===== config.mk =====
export PLATFORM = sky130hd
export DESIGN_NAME = edge_detector_mc_flat
export DESIGN_NICKNAME = d
export VERILOG_FILES = /design/src/rtl/edge_detector_mc_if.sv /design/src/rtl/edge_detector_mc.sv /design/src/flat_wrapper.sv
export SDC_FILE = /design/constraint.sdc
export NUM_CORES = 1
export LEC_CHECK = 0
export ABC_CLOCK_PERIOD_IN_PS = 1500
export BUFFER_PORTS_ARGS = -buffer_cell sky130_fd_sc_hd__buf_2
export CORE_ASPECT_RATIO = 1.75
export CORE_MARGIN = 5
export CORE_UTILIZATION = 55
export CTS_CLUSTER_SIZE = 24
export DETAILED_ROUTE_END_ITERATION = 8
export PLACE_DENSITY = 0.92
export SLEW_MARGIN = 10
export SYNTH_ARGS = -nofsm -noshare
export SYNTH_HDL_FRONTEND = slang
export SYNTH_SLANG_ARGS = --single-unit
export TNS_END_PERCENT = 50

===== constraint.sdc =====
create_clock -name clk -period 1.5 [get_ports clk]
set_clock_uncertainty 0.05 [all_clocks]
set_input_delay 0.15 -clock clk [delete_from_list [all_inputs] [get_ports clk]]
set_output_delay 0.15 -clock clk [all_outputs]
set_load 0.05 [all_outputs]

===== src/rtl/edge_detector_mc_if.sv =====
// Pin-side bundle for the multi-channel edge detector: raw inputs and clears in,
// filtered level, strobes, pulses and flags out.
interface edge_detector_mc_if #(
    parameter int unsigned WIDTH = 4
);
    logic [WIDTH-1:0] signal;
    logic [WIDTH-1:0] clr;
    logic [WIDTH-1:0] level;
    logic [WIDTH-1:0] rise;
    logic [WIDTH-1:0] fall;
    logic [WIDTH-1:0] pulse;
    logic [WIDTH-1:0] flag;
    logic             any_pulse;

    // Consumer side: drives raw inputs and clears, observes events
    modport master (
        output signal, clr,
        input  level, rise, fall, pulse, flag, any_pulse
    );

    // Detector side
    modport slave (
        input  signal, clr,
        output level, rise, fall, pulse, flag, any_pulse
    );
endinterface


===== src/rtl/edge_detector_mc.sv =====
// Multi-channel edge detector: per channel a synchroniser, a persistence filter,
// registered rise/fall strobes, a retriggerable stretched pulse and a sticky flag.
module edge_detector_mc #(
    parameter int unsigned WIDTH         = 4,
    parameter int unsigned SYNC_STAGES   = 2,
    parameter int unsigned FILTER_CYCLES = 3,
    parameter int unsigned MODE          = 0,
    parameter int unsigned PULSE_LEN     = 1,
    parameter bit          INIT_LEVEL    = 1'b0
) (
    input  logic               clk,
    input  logic               rst,
    edge_detector_mc_if.slave  bus
);

    localparam int unsigned FCW = $clog2(FILTER_CYCLES + 1);
    localparam int unsigned PCW = $clog2(PULSE_LEN + 1);
    localparam logic [FCW-1:0] FILT_LAST  = FCW'(FILTER_CYCLES - 1);
    localparam logic [PCW-1:0] PULSE_LOAD = PCW'(PULSE_LEN - 1);

    // Reject configurations the datapath cannot honour
    if (SYNC_STAGES < 2) begin : g_bad_sync
        $error("edge_detector_mc: SYNC_STAGES must be >= 2");
    end
    if (FILTER_CYCLES < 1) begin : g_bad_filter
        $error("edge_detector_mc: FILTER_CYCLES must be >= 1");
    end
    if (PULSE_LEN < 1) begin : g_bad_pulse
        $error("edge_detector_mc: PULSE_LEN must be >= 1");
    end
    if (MODE > 2) begin : g_bad_mode
        $error("edge_detector_mc: MODE must be 0, 1 or 2");
    end

    logic [WIDTH-1:0] pulse_vec;

    for (genvar ch = 0; ch < WIDTH; ch++) begin : g_ch
        logic [SYNC_STAGES-1:0] sync_q;
        logic                   s_c;
        logic [FCW-1:0]         fcnt_q, fcnt_d;
        logic [PCW-1:0]         pcnt_q, pcnt_d;
        logic                   level_q, level_d;
        logic                   rise_q, rise_d;
        logic                   fall_q, fall_d;
        logic                   pulse_q, pulse_d;
        logic                   flag_q, flag_d;
        logic                   sel_c;

        assign s_c = sync_q[SYNC_STAGES-1];

        // Metastability chain: shift raw input towards s_c
        always_ff @(posedge clk or posedge rst) begin
            if (rst) begin
                sync_q <= {SYNC_STAGES{INIT_LEVEL}};
            end else begin
                sync_q <= {sync_q[SYNC_STAGES-2:0], bus.signal[ch]};
            end
        end

        // Filter commit, edge classification, pulse stretch and flag update
        always_comb begin
            level_d = level_q;
            fcnt_d  = fcnt_q;
            rise_d  = 1'b0;
            fall_d  = 1'b0;
            sel_c   = 1'b0;
            pulse_d = 1'b0;
            pcnt_d  = pcnt_q;
            flag_d  = flag_q;

            if (s_c == level_q) begin
                fcnt_d = '0;
            end else if (fcnt_q == FILT_LAST) begin
                level_d = s_c;
                fcnt_d  = '0;
                rise_d  = s_c;
                fall_d  = ~s_c;
            end else begin
                fcnt_d = fcnt_q + FCW'(1);
            end

            // Edge selection shares the commit condition, so no extra latency
            if (MODE == 0) begin
                sel_c = rise_d;
            end else if (MODE == 1) begin
                sel_c = fall_d;
            end else begin
                sel_c = rise_d | fall_d;
            end

            // A new edge reloads the full length, so merged pulses never shorten
            if (sel_c) begin
                pulse_d = 1'b1;
                pcnt_d  = PULSE_LOAD;
            end else if (pcnt_q != '0) begin
                pulse_d = 1'b1;
                pcnt_d  = pcnt_q - PCW'(1);
            end

            // Set wins over a coincident clear
            flag_d = sel_c | (flag_q & ~bus.clr[ch]);
        end

        // Channel state registers
        always_ff @(posedge clk or posedge rst) begin
            if (rst) begin
                level_q <= INIT_LEVEL;
                fcnt_q  <= '0;
                rise_q  <= 1'b0;
                fall_q  <= 1'b0;
                pulse_q <= 1'b0;
                pcnt_q  <= '0;
                flag_q  <= 1'b0;
            end else begin
                level_q <= level_d;
                fcnt_q  <= fcnt_d;
                rise_q  <= rise_d;
                fall_q  <= fall_d;
                pulse_q <= pulse_d;
                pcnt_q  <= pcnt_d;
                flag_q  <= flag_d;
            end
        end

        assign bus.level[ch] = level_q;
        assign bus.rise[ch]  = rise_q;
        assign bus.fall[ch]  = fall_q;
        assign bus.pulse[ch] = pulse_q;
        assign bus.flag[ch]  = flag_q;
        assign pulse_vec[ch] = pulse_q;
    end

    assign bus.any_pulse = |pulse_vec;

endmodule


===== src/flat_wrapper.sv =====
// flat-port wrapper written by rule: the top's interface ports become plain ports
module edge_detector_mc_flat 
#(
    parameter int unsigned WIDTH         = 4,
    parameter int unsigned SYNC_STAGES   = 2,
    parameter int unsigned FILTER_CYCLES = 3,
    parameter int unsigned MODE          = 0,
    parameter int unsigned PULSE_LEN     = 1,
    parameter bit          INIT_LEVEL    = 1'b0
)
  (clk, rst, bus_signal, bus_clr, bus_level, bus_rise, bus_fall, bus_pulse, bus_flag, bus_any_pulse);
  edge_detector_mc_if #(.WIDTH(WIDTH)) bus_i ();
  input  logic clk;
  input  logic rst;
  input wire logic [$bits(bus_i.signal)-1:0] bus_signal;
  input wire logic [$bits(bus_i.clr)-1:0] bus_clr;
  output wire logic [$bits(bus_i.level)-1:0] bus_level;
  output wire logic [$bits(bus_i.rise)-1:0] bus_rise;
  output wire logic [$bits(bus_i.fall)-1:0] bus_fall;
  output wire logic [$bits(bus_i.pulse)-1:0] bus_pulse;
  output wire logic [$bits(bus_i.flag)-1:0] bus_flag;
  output wire logic [$bits(bus_i.any_pulse)-1:0] bus_any_pulse;
  assign bus_i.signal = bus_signal;
  assign bus_i.clr = bus_clr;
  assign bus_level = bus_i.level;
  assign bus_rise = bus_i.rise;
  assign bus_fall = bus_i.fall;
  assign bus_pulse = bus_i.pulse;
  assign bus_flag = bus_i.flag;
  assign bus_any_pulse = bus_i.any_pulse;
  edge_detector_mc #(.WIDTH(WIDTH), .SYNC_STAGES(SYNC_STAGES), .FILTER_CYCLES(FILTER_CYCLES), .MODE(MODE), .PULSE_LEN(PULSE_LEN), .INIT_LEVEL(INIT_LEVEL)) u_core (.clk(clk), .rst(rst), .bus(bus_i));
endmodule

* Yosys cells after proc, flatten, opt, wreduce, memory -nomap -nowiden
Index checks and enable logic that the tools add are counted. Widths: inputs -> output; s select.
Word-level totals: memories 0, flip-flop bits (word level) 40, logic and storage cells 113, output and inout bits 21, RAM bits 0, input port bits 10, bits in latches 0, memory bits (read-only) 0
Operators by class: mux-type cells 40, div/mod/pow operators 0, reduce and logical (&&, ||, !) cells 5, add/sub/neg operators 8, $lt $le $gt $ge 0, bitwise gates (word level) 20, multipliers 0, shift-type cells 0, equality and inequality tests 8
Operators with widths (number):
- $mux 1 | 32
- $mux 2 | 8
- $not 1->1 | 12
- $add 2x1->2 const B | 4
- $eq 2x2->1 const B | 4
- $reduce_and 2->1 | 4
- $and 1x1->1 | 4
- $eq 1x1->1 | 4
- $or 1x1->1 | 4
- $reduce_or 4->1 | 1
- $sub 1x1->1 const B | 4

* Longest topological paths before layout
depth after elaboration 4, depth in mapped cells 2, mapped depth without buffers 2

* Worst setup path before layout
No wires, ideal clock.
path type flip-flop to output port, start point reg u_core.g_ch[2].pulse_q, end point out bus_any_pulse, slack 163 ps, data required time 1300 ps, stages on the path, launching flop included 2, arrival 1137 ps, buffers on the path 0, cell sequence dfrtp_1 > or4_1
On the way: cells in the longest elaborated chain, start to end 1
RTL lines:
- from (decl) | line edge_detector_mc.sv:45 | logic pulse_q, pulse_d;
- from (signal assigned) | line edge_detector_mc.sv:119 | pulse_q <= pulse_d;
- $reduce_or 4->1 | line edge_detector_mc.sv:133 | assign bus.any_pulse = |pulse_vec;
- to (decl) | line flat_wrapper.sv:22 | output wire logic [$bits(bus_i.any_pulse)-1:0] bus_any_pulse;
Every way passes these cells.

* Final worst setup path
start point reg u_core.g_ch[1].pulse_q, end point out bus_any_pulse
On the way: cells in the longest elaborated chain, start to end 1
RTL lines (line):
- from (decl) | edge_detector_mc.sv:45
- from (signal assigned) | edge_detector_mc.sv:119
- $reduce_or 4->1 | edge_detector_mc.sv:133
Every way passes these cells.

==> results.sh <==
export IMPL_layout_drive_gt1_share_pct=40.34
export IMPL_r2r_start="u_core.g_ch[1].fcnt_q[0]$_DFF_PP0_"
export IMPL_leakagePower_nw=0.8133
export IMPL_clk_path_buf_depth=2
export IMPL_fmax_ghz=0.6447
export IMPL_setup_violations=1
export IMPL_gp_congestion=0.7232
export IMPL_grt_ovfl_total=0
export IMPL_yosysTopAreaCell="dfrtp_1"
export IMPL_hold_viol=0
export IMPL_grt_max_degree=13
export IMPL_ios=31
export IMPL_ys_warn_count=0
export IMPL_rsz0062_at_grt="true"
export IMPL_port_buffers=30
export IMPL_fin_util_pct=65.72
export IMPL_cts_made_buffers=5
export IMPL_grt_pass1_vias=743
export IMPL_p_per_area_mw_per_mm2=1985
export IMPL_vias=694
export IMPL_grtUsageTotal_pct=14.10
export IMPL_vias_per_cell=4.819
export IMPL_synth_fp_nets=101
export IMPL_avgSynthCellArea_um2=13.75
export IMPL_die_x_um=46.06
export IMPL_core_mm2=0.002245
export IMPL_critPathTopFamily="simple AND/OR/NAND/NOR gates"
export IMPL_synth_most_common_cell="dfrtp_1"
export IMPL_first_pass_iters=2
export IMPL_antenna_found_initial=0
export IMPL_drtAntennaViolNets=0
export IMPL_max_stage_delay_ns=0.53
export IMPL_layout_min_cycle_time_ns=1.551
export IMPL_synth_seq_cells=32
export IMPL_wirelength_um=1924
export IMPL_worstMarginPinSlew_ns=0.4109
export IMPL_chipHeight_um=73.10
export IMPL_yosysTopAreaCellShare_pct=64.00
export IMPL_ir_drop_uv=1030
export IMPL_design_die_area_mm2=0.003366
export IMPL_end_kind="output port"
export IMPL_synth_ff_type="dfrtp_1"
export IMPL_syn_cell_area_mm2=0.001251
export IMPL_root_buffer="clkbuf_8"
export IMPL_path_clk_slew_ns=0.07
export IMPL_insertedDiodeCount=0
export IMPL_yosysSeqAreaShare_pct=64.00
export IMPL_critPathKind="register to output port"
export IMPL_drt_iter0_drc=5
export IMPL_r2r_slack_ns=0.41
export IMPL_post_dp_hpwl_um=1413
export IMPL_slew_headroom_pct=72.57
export IMPL_start_kind="register"
export IMPL_maxSlewViolCount=0
export IMPL_synth_async_reset_ratio_pct=100.0
export IMPL_clk_latency_ns=0.28
export IMPL_syn2layout_area_growth_pct=17.90
export IMPL_violations="negative setup slack"
export IMPL_status="finished with violations"
export IMPL_placed_area_mm2=0.001297
export IMPL_fin_crit_sh_pct=103.4
export IMPL_start_util_pct=55.74
export IMPL_final_area_mm2=0.001475
export IMPL_synth_distinct_cells=14
export IMPL_cp_slowest_cell="or4_4"
export IMPL_drv_cap=0
export IMPL_numClockSinks=32
export IMPL_worst_slack_ns=-0.05116
export IMPL_avgRoutedWirePerCell_um=13.36
export IMPL_min_from="bus_clr[2]"
export IMPL_synth_edff_count=0
export IMPL_whs_ns=0.08153
export IMPL_synthTopCellsByCount="dfrtp_1, buf_4, inv_1"
export IMPL_synthCells=91
export IMPL_pre_cts_ws_ns=0.2012
export IMPL_r2r_end="u_core.g_ch[1].level_q$_DFFE_PP0P_"
export IMPL_crit_buf_inv=1
export IMPL_h_tree_depth=2
export IMPL_ff2ff_path_depth=2
export IMPL_final_nets=128
export IMPL_grt_pass1_wl_um=3318
export IMPL_worstPathRequired_ns=1.30
export IMPL_hold_path_end="u_core.g_ch[2].flag_q$_DFF_PP0_"
export IMPL_ys_top_cells_by_area="dfrtp_1, buf_4, mux2_2"
export IMPL_path_max_fanout=2
export IMPL_hp_class="input port to register"
export IMPL_hold_depth=3
export IMPL_cts_tree="built"
export IMPL_arrival_ns=1.35
export IMPL_path_cells="or4_4 > buf_6"
export IMPL_rows=23
export IMPL_post_route_drc_count=0
## tightest hold or removal path: stages
cell    delay, ns
buf_2        0.09
inv_1        0.04
a21o_1       0.10
## per-layer routing
metal / routed length [µm] / track usage, % / up-vias
li1: - / - / 335
met1: 705 / 15.16 / 328
met2: 1037 / 22.55 / 27
met3: 146 / 5.185 / 4
met4: 34 / 8.544 / 0
met5: 0 / 0 / -
## flip-flops by register name, indices dropped and copies added (netlist names)
| signal | flops |
|---|---|
| u_core.g_ch.fcnt_q | 8 |
| u_core.g_ch.sync_q | 8 |
| u_core.g_ch.fall_q | 4 |
| u_core.g_ch.flag_q | 4 |
| u_core.g_ch.level_q | 4 |
| u_core.g_ch.pulse_q | 4 |
## cell type report
type | count | area, µm²
sequential | 32 | 800.8
fill | 167 | 769.5
multi-input combinational | 33 | 281.5
timing repair buffer | 40 | 246.5
clock buffer | 6 | 82.58
tap | 25 | 31.28
inverter | 6 | 22.52
clock inverter | 2 | 10.01
## how the worst max path moves through the flow
stage / slack (ns) / start / depth (start not counted) / endpoint
2_1_floorplan: 0.16 / u_core.g_ch[2].pulse_q$_DFF_PP0_ / 1 / bus_any_pulse
3_3_place_gp: 0.23 / u_core.g_ch[2].pulse_q$_DFF_PP0_ / 2 / bus_any_pulse
3_5_place_dp: 0.20 / u_core.g_ch[2].pulse_q$_DFF_PP0_ / 2 / bus_any_pulse
4_1_cts: -0.07 / u_core.g_ch[1].pulse_q$_DFF_PP0_ / 2 / bus_any_pulse
5_1_grt: -0.1 / u_core.g_ch[1].pulse_q$_DFF_PP0_ / 2 / bus_any_pulse
6_report: -0.05 / u_core.g_ch[1].pulse_q$_DFF_PP0_ / 2 / bus_any_pulse
## stage by stage
| stage | std cells | TNS, ns | power (mW) |
|---|---|---|---|
| after CTS | 144 | -0.06809 | 2.960 |
| after global placement | 128 | 0 | 2.200 |
| after detailed placement | 128 | 0 | 2.248 |
| final | 144 | -0.05116 | 2.928 |
| after floorplan | 91 | 0 | 2.182 |
| after global routing | 144 | -0.09768 | 3.094 |
## logic make-up after synthesis
logic type | after synthesis | synth area share, %
and+or+nand+nor | 21 | 13.30
DFF | 32 | 64.00
buffers and inverters | 26 | 13.80
muxes | 4 | 3.600
AOI/OAI and AO/OA | 4 | 2.500
xor gates and xnor gates | 4 | 2.800
## placed cells by master, fill, tap and decap left out, drive strengths merged, types with 2 or more instances in the layout
cell         instances
buf                 34
dfrtp               32
inv                  6
clkbuf               6
dlygate4sd3          6
nor3                 5
nor3b                5
xnor2                4
mux2                 4
and4bb               3
a21o                 3
nor2b                3
and3b                3
clkinv               2
## power breakdown
group / leakage, nW / internal, mW / switching (mW)
Clock: 0.0510 / 0.365 / 0.293
Combinational: 0.351 / 0.362 / 0.657
Sequential: 0.411 / 1.07 / 0.183
## repair_timing
action	CTS	global route
pin swaps	1	0
gates resized for setup	2	1
hold buffers	6	0
endpoints found under the setup margin	1	1
buffers inserted	2	0
hold endpoints to repair	14	0
No activity file was read; power rests on OpenSTA's default activity.
